## src/rtl/pixel_write_scheduler_if.sv

```systemverilog
// pixel_write_scheduler_if: command, clear and pixel-write bus of the pixel write scheduler
interface pixel_write_scheduler_if;
    logic       cmd_valid;
    logic       cmd_ready;
    logic [7:0] cmd_x;
    logic [7:0] cmd_y;
    logic [2:0] cmd_color;
    logic       cmd_brush;
    logic       clear_req;
    logic [2:0] clear_color;
    logic       wr_allow;
    logic       wr_en;
    logic [7:0] wr_x;
    logic [7:0] wr_y;
    logic [2:0] wr_color;
    logic       busy;
    logic       clearing;

    modport master (
        output cmd_valid, cmd_x, cmd_y, cmd_color, cmd_brush, clear_req, clear_color, wr_allow,
        input  cmd_ready, wr_en, wr_x, wr_y, wr_color, busy, clearing
    );

    modport slave (
        input  cmd_valid, cmd_x, cmd_y, cmd_color, cmd_brush, clear_req, clear_color, wr_allow,
        output cmd_ready, wr_en, wr_x, wr_y, wr_color, busy, clearing
    );
endinterface

```

## src/rtl/pixel_write_scheduler.sv

```systemverilog
// pixel_write_scheduler: queues draw commands and full-frame clears into a gated pixel write port
module pixel_write_scheduler #(
    parameter int WIDTH  = 160,
    parameter int HEIGHT = 120,
    parameter int DEPTH  = 4
) (
    input logic                      i_clk,
    input logic                      i_reset,
    pixel_write_scheduler_if.slave   bus
);
    localparam int AW = $clog2(DEPTH);
    localparam logic [8:0] W9 = 9'(WIDTH);
    localparam logic [8:0] H9 = 9'(HEIGHT);
    localparam logic [7:0] XL = 8'(WIDTH - 1);
    localparam logic [7:0] YL = 8'(HEIGHT - 1);

    typedef enum logic [1:0] {S_IDLE, S_PAINT, S_CLEAR} state_t;

    state_t      r_state;
    logic [19:0] r_mem [DEPTH];
    logic [AW-1:0] r_wp, r_rp;
    logic [AW:0] r_cnt;
    logic        r_pend;
    logic [2:0]  r_ccol;
    logic [7:0]  r_x, r_y, r_cx, r_cy;
    logic [2:0]  r_col;
    logic [3:0]  r_mask;
    logic        r_wr_en;
    logic [7:0]  r_wr_x, r_wr_y;
    logic [2:0]  r_wr_color;

    logic        w_full, w_enq, w_pop, w_clr;
    logic [19:0] w_head;
    logic [7:0]  w_hx, w_hy;
    logic [2:0]  w_hc;
    logic        w_hb;
    logic        w_xin0, w_xin1, w_yin0, w_yin1;
    logic [3:0]  w_mask, w_mnext;
    logic [1:0]  w_k;

    // FIFO occupancy and handshakes; the FSM only advances while the write port is granted
    assign w_full = r_cnt == (AW+1)'(DEPTH);
    assign w_enq  = bus.cmd_valid && !w_full;
    assign w_clr  = r_pend || bus.clear_req;
    assign w_pop  = bus.wr_allow && r_state == S_IDLE && !w_clr && r_cnt != '0;

    // Head decode: sums are 9 bits so x=255 plus one lands out of range instead of wrapping
    assign w_head = r_mem[r_rp];
    assign {w_hx, w_hy, w_hc, w_hb} = w_head;
    assign w_xin0 = {1'b0, w_hx} < W9;
    assign w_xin1 = {1'b0, w_hx} + 9'd1 < W9;
    assign w_yin0 = {1'b0, w_hy} < H9;
    assign w_yin1 = {1'b0, w_hy} + 9'd1 < H9;
    assign w_mask = {w_hb & w_xin1 & w_yin1, w_hb & w_xin0 & w_yin1, w_hb & w_xin1 & w_yin0, w_xin0 & w_yin0};

    // Next sub-pixel is the lowest remaining mask bit, so clipped ones cost no cycles
    assign w_k     = r_mask[0] ? 2'd0 : r_mask[1] ? 2'd1 : r_mask[2] ? 2'd2 : 2'd3;
    assign w_mnext = r_mask & ~(4'b1 << w_k);

    // Command storage, left unreset since occupancy is tracked by the pointers
    always_ff @(posedge i_clk) begin
        if (w_enq)
            r_mem[r_wp] <= {bus.cmd_x, bus.cmd_y, bus.cmd_color, bus.cmd_brush};
    end

    // FIFO pointers, clear capture and the IDLE/PAINT/CLEAR sequencer with registered write port
    always_ff @(posedge i_clk) begin
        if (!i_reset) begin
            r_state    <= S_IDLE;
            r_wp       <= '0;
            r_rp       <= '0;
            r_cnt      <= '0;
            r_pend     <= 1'b0;
            r_ccol     <= '0;
            r_x        <= '0;
            r_y        <= '0;
            r_col      <= '0;
            r_mask     <= '0;
            r_cx       <= '0;
            r_cy       <= '0;
            r_wr_en    <= 1'b0;
            r_wr_x     <= '0;
            r_wr_y     <= '0;
            r_wr_color <= '0;
        end else begin
            r_wr_en <= 1'b0;
            if (w_enq)
                r_wp <= r_wp + 1'b1;
            if (w_pop)
                r_rp <= r_rp + 1'b1;
            r_cnt <= r_cnt + (AW+1)'(w_enq) - (AW+1)'(w_pop);
            if (bus.clear_req && !r_pend) begin
                r_pend <= 1'b1;
                r_ccol <= bus.clear_color;
            end
            if (bus.wr_allow) begin
                case (r_state)
                    S_IDLE: begin
                        if (w_clr) begin
                            r_state <= S_CLEAR;
                            r_cx    <= '0;
                            r_cy    <= '0;
                        end else if (r_cnt != '0) begin
                            r_x     <= w_hx;
                            r_y     <= w_hy;
                            r_col   <= w_hc;
                            r_mask  <= w_mask;
                            r_state <= w_mask != '0 ? S_PAINT : S_IDLE;
                        end
                    end
                    S_PAINT: begin
                        r_wr_en    <= 1'b1;
                        r_wr_x     <= r_x + {7'd0, w_k[0]};
                        r_wr_y     <= r_y + {7'd0, w_k[1]};
                        r_wr_color <= r_col;
                        r_mask     <= w_mnext;
                        if (w_mnext == '0)
                            r_state <= S_IDLE;
                    end
                    S_CLEAR: begin
                        r_wr_en    <= 1'b1;
                        r_wr_x     <= r_cx;
                        r_wr_y     <= r_cy;
                        r_wr_color <= r_ccol;
                        r_cx       <= r_cx == XL ? 8'd0 : r_cx + 8'd1;
                        if (r_cx == XL) begin
                            r_cy <= r_cy == YL ? 8'd0 : r_cy + 8'd1;
                            if (r_cy == YL) begin
                                r_state <= S_IDLE;
                                r_pend  <= 1'b0;
                            end
                        end
                    end
                    default: r_state <= S_IDLE;
                endcase
            end
        end
    end

    assign bus.cmd_ready = !w_full;
    assign bus.busy      = r_cnt != '0 || r_state != S_IDLE;
    assign bus.clearing  = r_state == S_CLEAR;
    assign bus.wr_en     = r_wr_en;
    assign bus.wr_x      = r_wr_x;
    assign bus.wr_y      = r_wr_y;
    assign bus.wr_color  = r_wr_color;
endmodule

```

## src/flat_wrapper.sv

```systemverilog
// flat-port wrapper written by rule: the top's interface ports become plain ports
module pixel_write_scheduler_flat 
#(
    parameter int WIDTH  = 160,
    parameter int HEIGHT = 120,
    parameter int DEPTH  = 4
)
  (i_clk, i_reset, bus_cmd_valid, bus_cmd_x, bus_cmd_y, bus_cmd_color, bus_cmd_brush, bus_clear_req, bus_clear_color, bus_wr_allow, bus_cmd_ready, bus_wr_en, bus_wr_x, bus_wr_y, bus_wr_color, bus_busy, bus_clearing);
  pixel_write_scheduler_if bus_i ();
  input logic i_clk;
  input logic i_reset;
  input wire logic [$bits(bus_i.cmd_valid)-1:0] bus_cmd_valid;
  input wire logic [$bits(bus_i.cmd_x)-1:0] bus_cmd_x;
  input wire logic [$bits(bus_i.cmd_y)-1:0] bus_cmd_y;
  input wire logic [$bits(bus_i.cmd_color)-1:0] bus_cmd_color;
  input wire logic [$bits(bus_i.cmd_brush)-1:0] bus_cmd_brush;
  input wire logic [$bits(bus_i.clear_req)-1:0] bus_clear_req;
  input wire logic [$bits(bus_i.clear_color)-1:0] bus_clear_color;
  input wire logic [$bits(bus_i.wr_allow)-1:0] bus_wr_allow;
  output wire logic [$bits(bus_i.cmd_ready)-1:0] bus_cmd_ready;
  output wire logic [$bits(bus_i.wr_en)-1:0] bus_wr_en;
  output wire logic [$bits(bus_i.wr_x)-1:0] bus_wr_x;
  output wire logic [$bits(bus_i.wr_y)-1:0] bus_wr_y;
  output wire logic [$bits(bus_i.wr_color)-1:0] bus_wr_color;
  output wire logic [$bits(bus_i.busy)-1:0] bus_busy;
  output wire logic [$bits(bus_i.clearing)-1:0] bus_clearing;
  assign bus_i.cmd_valid = bus_cmd_valid;
  assign bus_i.cmd_x = bus_cmd_x;
  assign bus_i.cmd_y = bus_cmd_y;
  assign bus_i.cmd_color = bus_cmd_color;
  assign bus_i.cmd_brush = bus_cmd_brush;
  assign bus_i.clear_req = bus_clear_req;
  assign bus_i.clear_color = bus_clear_color;
  assign bus_i.wr_allow = bus_wr_allow;
  assign bus_cmd_ready = bus_i.cmd_ready;
  assign bus_wr_en = bus_i.wr_en;
  assign bus_wr_x = bus_i.wr_x;
  assign bus_wr_y = bus_i.wr_y;
  assign bus_wr_color = bus_i.wr_color;
  assign bus_busy = bus_i.busy;
  assign bus_clearing = bus_i.clearing;
  pixel_write_scheduler #(.WIDTH(WIDTH), .HEIGHT(HEIGHT), .DEPTH(DEPTH)) u_core (.i_clk(i_clk), .i_reset(i_reset), .bus(bus_i));
endmodule
```

## config.mk

```make
export PLATFORM = sky130hd
export DESIGN_NAME = pixel_write_scheduler_flat
export DESIGN_NICKNAME = d
export VERILOG_FILES = /design/src/rtl/pixel_write_scheduler_if.sv /design/src/rtl/pixel_write_scheduler.sv /design/src/flat_wrapper.sv
export SDC_FILE = /design/constraint.sdc
export NUM_CORES = 1
export LEC_CHECK = 0
export ABC_AREA = 1
export BUFFER_PORTS_ARGS = -buffer_cell sky130_fd_sc_hd__clkbuf_2
export CAP_MARGIN = 20
export CORE_MARGIN = 3
export CORE_UTILIZATION = 60
export DETAILED_ROUTE_END_ITERATION = 8
export GPL_TIMING_DRIVEN = 0
export PLACE_DENSITY_LB_ADDON = 0.12
export SLEW_MARGIN = 20
export SYNTH_ARGS = -nofsm -noshare
export SYNTH_HDL_FRONTEND = slang
export SYNTH_SLANG_ARGS = --single-unit
```

## constraint.sdc

```tcl
create_clock -name i_clk -period 2.9 [get_ports i_clk]
set_input_delay 0.435 -clock i_clk [delete_from_list [all_inputs] [get_ports i_clk]]
set_output_delay 0.435 -clock i_clk [all_outputs]
set_load 0.05 [all_outputs]
```

# Word-level counts from Yosys, hierarchy flattened

Memory sizes are Yosys's and may differ from the RTL's. A register that Yosys moved wholly into a read port is not among the register bits.
Index checks and enable logic that the tools add are counted.

Bits in read-only memories: 0
Input port bits: 28
Output and inout port bits: 23
Memories kept: 1
Register bits after elaboration: 72
Latch bits: 0
Bits in writable memories: 80

Memories:

| name         | depth | bits a word | rd ports | clocked after memory_dff | write ports | line                        | source |
|---|---|---|---|---|---|---|---|
| u_core.r_mem | 4     | 20          | 1        | 1                        | 1           | pixel_write_scheduler.sv:20 | `logic [19:0] r_mem [DEPTH];` |

Div/mod/pow operators: 0
Reductions and logical operators: 26
Magnitude comparators: 4
Multipliers: 0
Shift operators: 1
Eq/ne operators: 12
Mux-type cells: 32
Bitwise gates (word level): 9
Add/subtract/negate cells: 10

Operators by type and width:

| cell                | number |
|---|---|
| $pmux 8 s2          | 4 |
| $mux 8              | 4 |
| $add 8x1->9 const B | 2 |
| $mux 2              | 9 |
| $add 8x1->8         | 2 |
| $add 8x1->8 const B | 2 |
| $reduce_and 4->1    | 3 |
| $mux 1              | 10 |
| $lt 9x7->1 const B  | 1 |
| $lt 9x8->1 const B  | 1 |
| $eq 8x7->1 const B  | 1 |
| $eq 8x8->1 const B  | 1 |
| $lt 8x7->1 const B  | 1 |
| $lt 8x8->1 const B  | 1 |
| $mux 4              | 2 |
| $ne 2x1->1 const B  | 4 |
| $pmux 4 s2          | 1 |
| $reduce_bool 2->1   | 4 |
| $and 1x1->1         | 6 |
| $pmux 2 s3          | 1 |
| $pmux 3 s2          | 1 |
| $logic_and 1x1->1   | 5 |
| $reduce_and 5->1    | 1 |
| $add 2x1->2 const B | 2 |
| 20 further kinds    | 25 |

# Longest topological paths before layout

Gate-level depths: netlist of run 1.

Word-level depth: 9
Depth in mapped cells: 13
Depth with buffers taken out: 12

# Worst setup path before layout of run 1

OpenSTA, ideal clock, no wires.

Path kind: reg-to-reg
Start point: reg u_core.r_cnt[1]
End point: mem u_core.r_mem[0][0] (enable)
Clock period less this slack: 2.349 ns
Cell stages (with the launch flop): 5
Arrival time: 1.953 ns
Slack: 0.551 ns
Path through: dfxtp_1 -> nor2_1 -> nand2_1 -> nand2_1 -> nor2_1

Word-level cells in the longest chain between the ends: 5

RTL lines:

| element                      | line                        | source |
|---|---|---|
| start, declared              | pixel_write_scheduler.sv:22 | `logic [AW:0] r_cnt;` |
| start signal, assigned       | pixel_write_scheduler.sv:91 | `r_cnt <= r_cnt + (AW+1)'(w_enq) - (AW+1)'(w_pop);` |
| $eq 3x3->1                   | pixel_write_scheduler.sv:42 | `assign w_full = r_cnt == (AW+1)'(DEPTH);` |
| $logic_not 1->1              | -                           |  |
| named net bus_cmd_ready      | flat_wrapper.sv:20          | `output wire logic [$bits(bus_i.cmd_ready)-1:0] bus_cmd_ready;` |
| $logic_and 1x1->1            | pixel_write_scheduler.sv:43 | `assign w_enq = bus.cmd_valid && !w_full;` |
| $mux 1                       | pixel_write_scheduler.sv:62 | `if (w_enq)` |
| $mux 1 (implied by the code) | pixel_write_scheduler.sv:63 | `r_mem[r_wp] <= {bus.cmd_x, bus.cmd_y, bus.cmd_color, bus.cmd_brush};` |
| end, declared                | pixel_write_scheduler.sv:20 |  |

The timed path passes the listed nets, and every way through them passes these cells.

# Worst setup path in the final report of run 1

Start point: reg u_core.r_state[0]
End point: reg u_core.r_cnt[2]

Word-level cells in the longest chain between the ends: 5

RTL lines:

| element                         | line                         | source |
|---|---|---|
| start, declared                 | pixel_write_scheduler.sv:19  | `state_t r_state;` |
| start signal, assigned          | pixel_write_scheduler.sv:108 | `r_state <= w_mask != '0 ? S_PAINT : S_IDLE;` |
| $logic_not 2->1                 | pixel_write_scheduler.sv:45  | `assign w_pop = bus.wr_allow && r_state == S_IDLE && !w_clr && r_cnt != '0;` |
| $logic_and 1x1->1 (3 in series) | pixel_write_scheduler.sv:45  |  |
| named net u_core.w_pop          | pixel_write_scheduler.sv:32  | `logic w_full, w_enq, w_pop, w_clr;` |
| $sub 3x1->3                     | pixel_write_scheduler.sv:91  |  |

The timed path passes the listed nets, and every way through them passes these cells.
A chain may end at the register's enable or synchronous reset.

==> metrics.yaml, run 1 <==
run_status:
  status: "completed"
sta:
  relSlewSlack: 0.5448
  finalSetupTns_ns: 0
  hold_violations: 0
  max_freq_ghz: 0.3769
  min_period_ns: 2.653
  slew_violations: 0
  fin_crit_sh: 0.9150
  rsz0062_at_grt: "false"
  setup_viol: 0
  worst_slew_pin_slew_ns: 0.6811
  finClkSkew_ns: 0.006020
  hold-worst-slack_ns: 0.1082
drt:
  drc: 0
  drt_wl_total_um: 14530
  wl_met3_um: 766
  met2_length_um: 7390
  vias_per_cell: 5.482
  top_layer_used: "met4"
  antenna_left: 0
  wl_met1_um: 6086
  vias: 5148
  drtPass1Iterations: 5
  wl_per_cell_um: 15.47
  drt_iter0_markers: 469
synthesis:
  syn_nets: 765
  synthCells: 721
  synth_seq_area_share: 0.5883
  ys_types: 36
  syn_area_sq_mm: 0.006601
  ys_warn_count: 0
  syn_avg_cell_area_sq_um: 9.156
  ys_seq_elements: 154
die:
  fp-row-count: 37
  die_area_sq_mm: 0.01230
  die_width_um: 110.9
  core_sq_mm: 0.01051
  die_y_um: 110.9
  initial_core_util: 0.6282
  io_pins: 51
clock_tree:
  clk_path_buf_depth: 2
  path_clk_slew_ns: 0.06
  cts_tree: "yes"
  hold_buffers: 0
  htreeDepth: 4
  clk_latency_ns: 0.54
  root_buffer: "clkbuf_8"
  cts_buffers: 17
  clkSinkCount: 154
finish:
  ff_latch_area_sq_mm: 0.003884
  fillers: 762
  n_antenna_cell: 0
  layout-drive-gt1-share: 0.1445
  area.growth.synth_to_final_pct: 15.47
  multi_input_area_sq_mm: 0.002333
  nets: 834
  final_common_cell: "nand2_1"
  layout_common_cells: "nand2_1, edfxtp_1, nor2_1"
power:
  p_per_area_mw_per_mm2: 828.8
  leakagePower_uw: 0.003101
  irDropWorstVdd_uv: 831.4
worst_setup_path:
  crit_fanout: 10
  worst-setup-path-type: "register to register"
  r2r_slack_ns: 0.25
  required_ns: 3.32
  crit_arrival_ns: 3.07
  start_kind: "register"
  rr_worst_depth: 12
  timing.critical_path.to_type: "register"
  rr_endpoint: "u_core.r_cnt[2]"
  r2r_start: "u_core.r_state[0]"
place:
  hpwl_um: 10350
  port_buffers: 50
  routabilityCongestion: 0.9375
grt:
  grt_overflow: 0
  grt_pass1_vias: 4818
  grt_usage: 0.2442
  grt_pass1_wl_um: 23530
  antenna_found_initial: 0
  grt_start_max_net_pins: 21
hold_path:
  hp-class: "input pin to register"
  hold_depth: 1
  worstHoldEndpoint: "u_core.r_mem[3][7]"
  min_from: "bus_cmd_y[3]"
flow_run:
  maxCapViolCount: 0
==> flip-flops by register name, indices dropped and copies added (netlist names), 4 cells and up, named ones only <==
register and count:
u_core.r_mem 80, u_core.bus.wr_x 8, u_core.bus.wr_y 8, u_core.r_cx 8, u_core.r_cy 8, u_core.r_x 8
u_core.r_y 8, u_core.r_mask 4
==> area by class of cell <==
class	instances	share of cell area
flip-flops and latches	154	0.5095
multi-input cells	467	0.3061
clock buffers	18	0.05483
inverters	71	0.03496
repair buffers	50	0.03283
well taps	136	0.02232
plain buffers	29	0.02019
clock inverters	14	0.01921
==> synth_stat cells (all sizes together) <==
cell,instances,area (sq um)
buf,15,98.84
nand3,47,235.2
o211ai,13,97.59
nor2,82,317.8
dfxtp,74,1481
xnor2,2,17.52
inv,71,266.5
nand2,145,549.3
xor2,4,35.03
o22ai,1,6.260
o21ai,69,349.1
nand4,3,18.77
ha,15,187.7
nand3b,2,15.01
or2,1,6.260
a31oi,5,31.28
a211oi,1,7.510
a21oi,68,344.1
edfxtp,80,2402
fa,1,20.02
o21bai,1,11.26
o21a,1,7.510
clkbuf,14,55.05
nor3,6,40.04
==> critical path, cell delays in order, from the launching register on <==
cell,delay (ns)
dfxtp_1,0.33
inv_1,0.08
ha_1,0.21
nand2_1,0.15
nor3_4,0.30
buf_2,0.29
ha_1,0.26
inv_1,0.05
ha_1,0.12
inv_1,0.05
fa_1,0.41
o21ai_0,0.20
a21oi_1,0.07
==> stage by stage <==
stage            util  total power, uW  setup slack (ns)  cells  cell area (sq um)
6_report       0.7253             6318            0.2466    939               7622
5_1_grt        0.7253             6643           0.07791    939               7622
4_1_cts        0.7247             6333            0.1645    939               7616
3_5_place_dp   0.6710             4245           0.02983    907               7052
3_3_place_gp   0.6682             4185            0.1771    907               7022
2_1_floorplan       -             3818            0.5505    721               6601
==> worst max path at each step <==
stage                               endpoint  cells past startpoint  slack (ns)              start
after global routing         u_core.r_cnt[2]                     12        0.08  u_core.r_state[0]
after CTS                    u_core.r_cnt[2]                     12        0.16  u_core.r_state[0]
final                        u_core.r_cnt[2]                     12        0.25  u_core.r_state[0]
after global placement       u_core.r_cnt[2]                     12        0.18      bus_clear_req
after floorplan           u_core.r_mem[0][0]                      4        0.55    u_core.r_cnt[1]
after detailed placement     u_core.r_cnt[2]                     12        0.03      bus_clear_req
==> report_power, final <==
group | internal [uW] | total [uW] | switching [uW] | leakage (uW)
Sequential | 2570 | 2710 | 139 | 0.00134
Clock | 1230 | 2090 | 866 | 0.000275
Combinational | 414 | 1520 | 1100 | 0.00149
==> per-layer routing <==
layer	GRT usage	vias up
li1	-	2575
met1	0.2990	2386
met2	0.4195	165
met3	0.05076	22
met4	0.1034	0
met5	0	-
==> cells by family after synthesis <==
logic type	Yosys count	synth area share
flip-flops	154	0.5883
AO/OA/AOI/OAI	159	0.1295
adder cells (fa/ha/maj)	16	0.03146
buffers and inverters	100	0.06368
AND/OR/NAND/NOR	286	0.1791
XOR/XNOR	6	0.007961
==> what timing repair did <==
| action | in CTS | in global routing |
|---|---|---|
| gates resized for setup | 0 | 1 |
| buffers inserted | 0 | 0 |
| endpoints found under the setup margin | 0 | 1 |
Note: power is estimated with default switching activity, not from simulation.
==> run 2: changes to the inputs <==
--- a/config.mk
+++ b/config.mk
@@ -12,7 +12,7 @@
 export CORE_UTILIZATION = 60
 export DETAILED_ROUTE_END_ITERATION = 8
 export GPL_TIMING_DRIVEN = 0
-export PLACE_DENSITY_LB_ADDON = 0.12
+export PLACE_DENSITY_LB_ADDON = 0.05
 export SLEW_MARGIN = 20
 export SYNTH_ARGS = -nofsm -noshare
 export SYNTH_HDL_FRONTEND = slang
==> run 2 against run 1 <==
  * Critical path type unchanged
  * Register-to-register slack about the same
  * First-iteration DRC count is 6.2% lower
  * Critical endpoint unchanged
  * Maximum frequency is 0.30% lower
  * Routed wire length increased by 6.6%
  * Die area did not move
  * Worst hold slack better by 0.0011 ns
  * Largest power group unchanged
  * Critical path depth did not move
  * Clock-buffer cell count is 2 higher
  * Clock skew up 0.0047 ns
  * Total power grew 1.3%
  * Core utilization about the same
  * Highest routed layer unchanged
==> metrics.yaml, run 2 (synthesized netlist as in run 1, its figures left out) <==
clock_tree:
  hold_buffers: 0
  cts_tree: "yes"
  cts_buffers: 17
  path_clk_slew_ns: 0.06
  clkSinkCount: 154
  clk_latency_ns: 0.54
  root_buffer: "clkbuf_8"
  postCtsSetupBuffers: 0
  htreeDepth: 4
  cts_resized: 0
  clk_path_buf_depth: 2
grt:
  grt_pass1_vias: 5129
  grt_overflow: 0
  grt_pass1_wl_um: 25410
  antenna_found_initial: 0
  grt_usage: 0.2635
  grt_start_max_net_pins: 21
worst_setup_path:
  worst-setup-path-type: "register to register"
  crit_fanout: 10
  crit_arrival_ns: 3.08
  required_ns: 3.32
  critPathMaxStageDelay_ns: 0.40
  r2r_start: "u_core.r_state[0]"
  worstPathCellList: "inv_1 > ha_1 > nand2_1 > nor3_2 > buf_2 > ha_1 > inv_1 > ha_1 > inv_1 > fa_1 > o21ai_0 > a21oi_1"
  start_kind: "register"
  crit_path_top_delay_cell: "fa_1"
  timing.critical_path.to_type: "register"
  cp-startpoint: "u_core.r_state[0]"
finish:
  layout-drive-gt1-share: 0.1407
  final_util: 0.7257
  instances_no_fill: 939
  final_common_cell: "nand2_1"
  n_antenna_cell: 0
  largest-register: "u_core.r_mem"
  largest_reg_flops: 80
  area.growth.synth_to_final_pct: 15.52
  layout_common_cells: "nand2_1, edfxtp_1, nor2_1"
  nets: 834
power:
  p_per_area_mw_per_mm2: 839.4
  leakagePower_uw: 0.003098
  irDropWorstVdd_uv: 540.8
place:
  routabilityCongestion: 0.9373
  dpl.cell_count: 907
  port_buffers: 50
  hpwl_um: 10750
drt:
  drt_wl_total_um: 15490
  vias: 5254
  drtPass1Iterations: 5
  vias_per_cell: 5.595
  antenna_left: 0
  drt_iter0_markers: 440
  drc: 0
  wl_per_cell_um: 16.50
sta:
  fin_crit_sh: 0.9177
  finalSetupTns_ns: 0
  min_period_ns: 2.661
  hold_violations: 0
  finClkSkew_ns: 0.01070
  relSlewSlack: 0.5197
  rsz0062_at_grt: "false"
  worst_slew_pin_slew_ns: 0.7204
  max_freq_ghz: 0.3757
  setup_viol: 0
  slew_violations: 0
die:
  die_y_um: 110.9
  io_pins: 51
  core_sq_mm: 0.01051
  die_width_um: 110.9
  initial_core_util: 0.6282
  fp-row-count: 37
  die_area_sq_mm: 0.01230
flow_run:
  maxCapViolCount: 0
hold_path:
  hp-class: "input pin to register"
  min_from: "bus_cmd_y[1]"
run_status:
  status: "completed"
-- run 2: per-layer routing --
layer / global-route usage / vias up / part of all wire
li1: - / 2575 / -
met1: 0.3136 / 2465 / 0.41
met2: 0.4531 / 180 / 0.51
met3: 0.06605 / 34 / 0.058
met4: 0.1133 / 0 / 0.029
met5: 0 / - / 0
-- run 2: worst paths after layout --
check                           cells past startpoint                  to  slack, ns
worst max-delay path                               12     u_core.r_cnt[2]       0.24
worst min-delay path                                1  u_core.r_mem[3][5]       0.11
worst max register to register                     12     u_core.r_cnt[2]       0.24
worst min register to register                      1      u_core.r_cy[7]       0.47
-- run 2: stage by stage --
stage          power (uW)  instance area [sq um]  hold slack [ns]  worst slack [ns]
2_1_floorplan        3818                   6601           0.4282            0.5505
3_3_place_gp         4209                   7022           0.4450            0.1450
3_5_place_dp         4266                   7052           0.4589           0.03864
4_1_cts              6411                   7626          0.09213            0.2563
5_1_grt              6724                   7626          0.09348          0.006066
6_report             6401                   7626           0.1093            0.2386
-- run 2: report_power, final --
group	total (uW)	internal (uW)	switching [uW]
registers	2710	2570	145
clock network	2160	1310	852
logic	1530	411	1120
total	6400	4290	2120
-- run 2: critical path, delay by kind of cell, from the launching register on --
kind	cells	cell delay (ns)
adder cells (fa/ha/maj)	4	0.99
flip-flops	1	0.32
buffers and inverters	4	0.51
AO/OA/AOI/OAI	2	0.23
AND/OR/NAND/NOR	2	0.49
-- run 2: area by class of cell --
cell class	count	area, sq um
Fill cell	785	2883
Timing Repair Buffer	50	250.2
Buffer	29	153.9
Clock buffer	20	425.4
Multi-Input combinational cell	467	2327
Sequential cell	154	3884
Tap cell	136	170.2
Clock inverter	12	148.9
Inverter	71	266.5
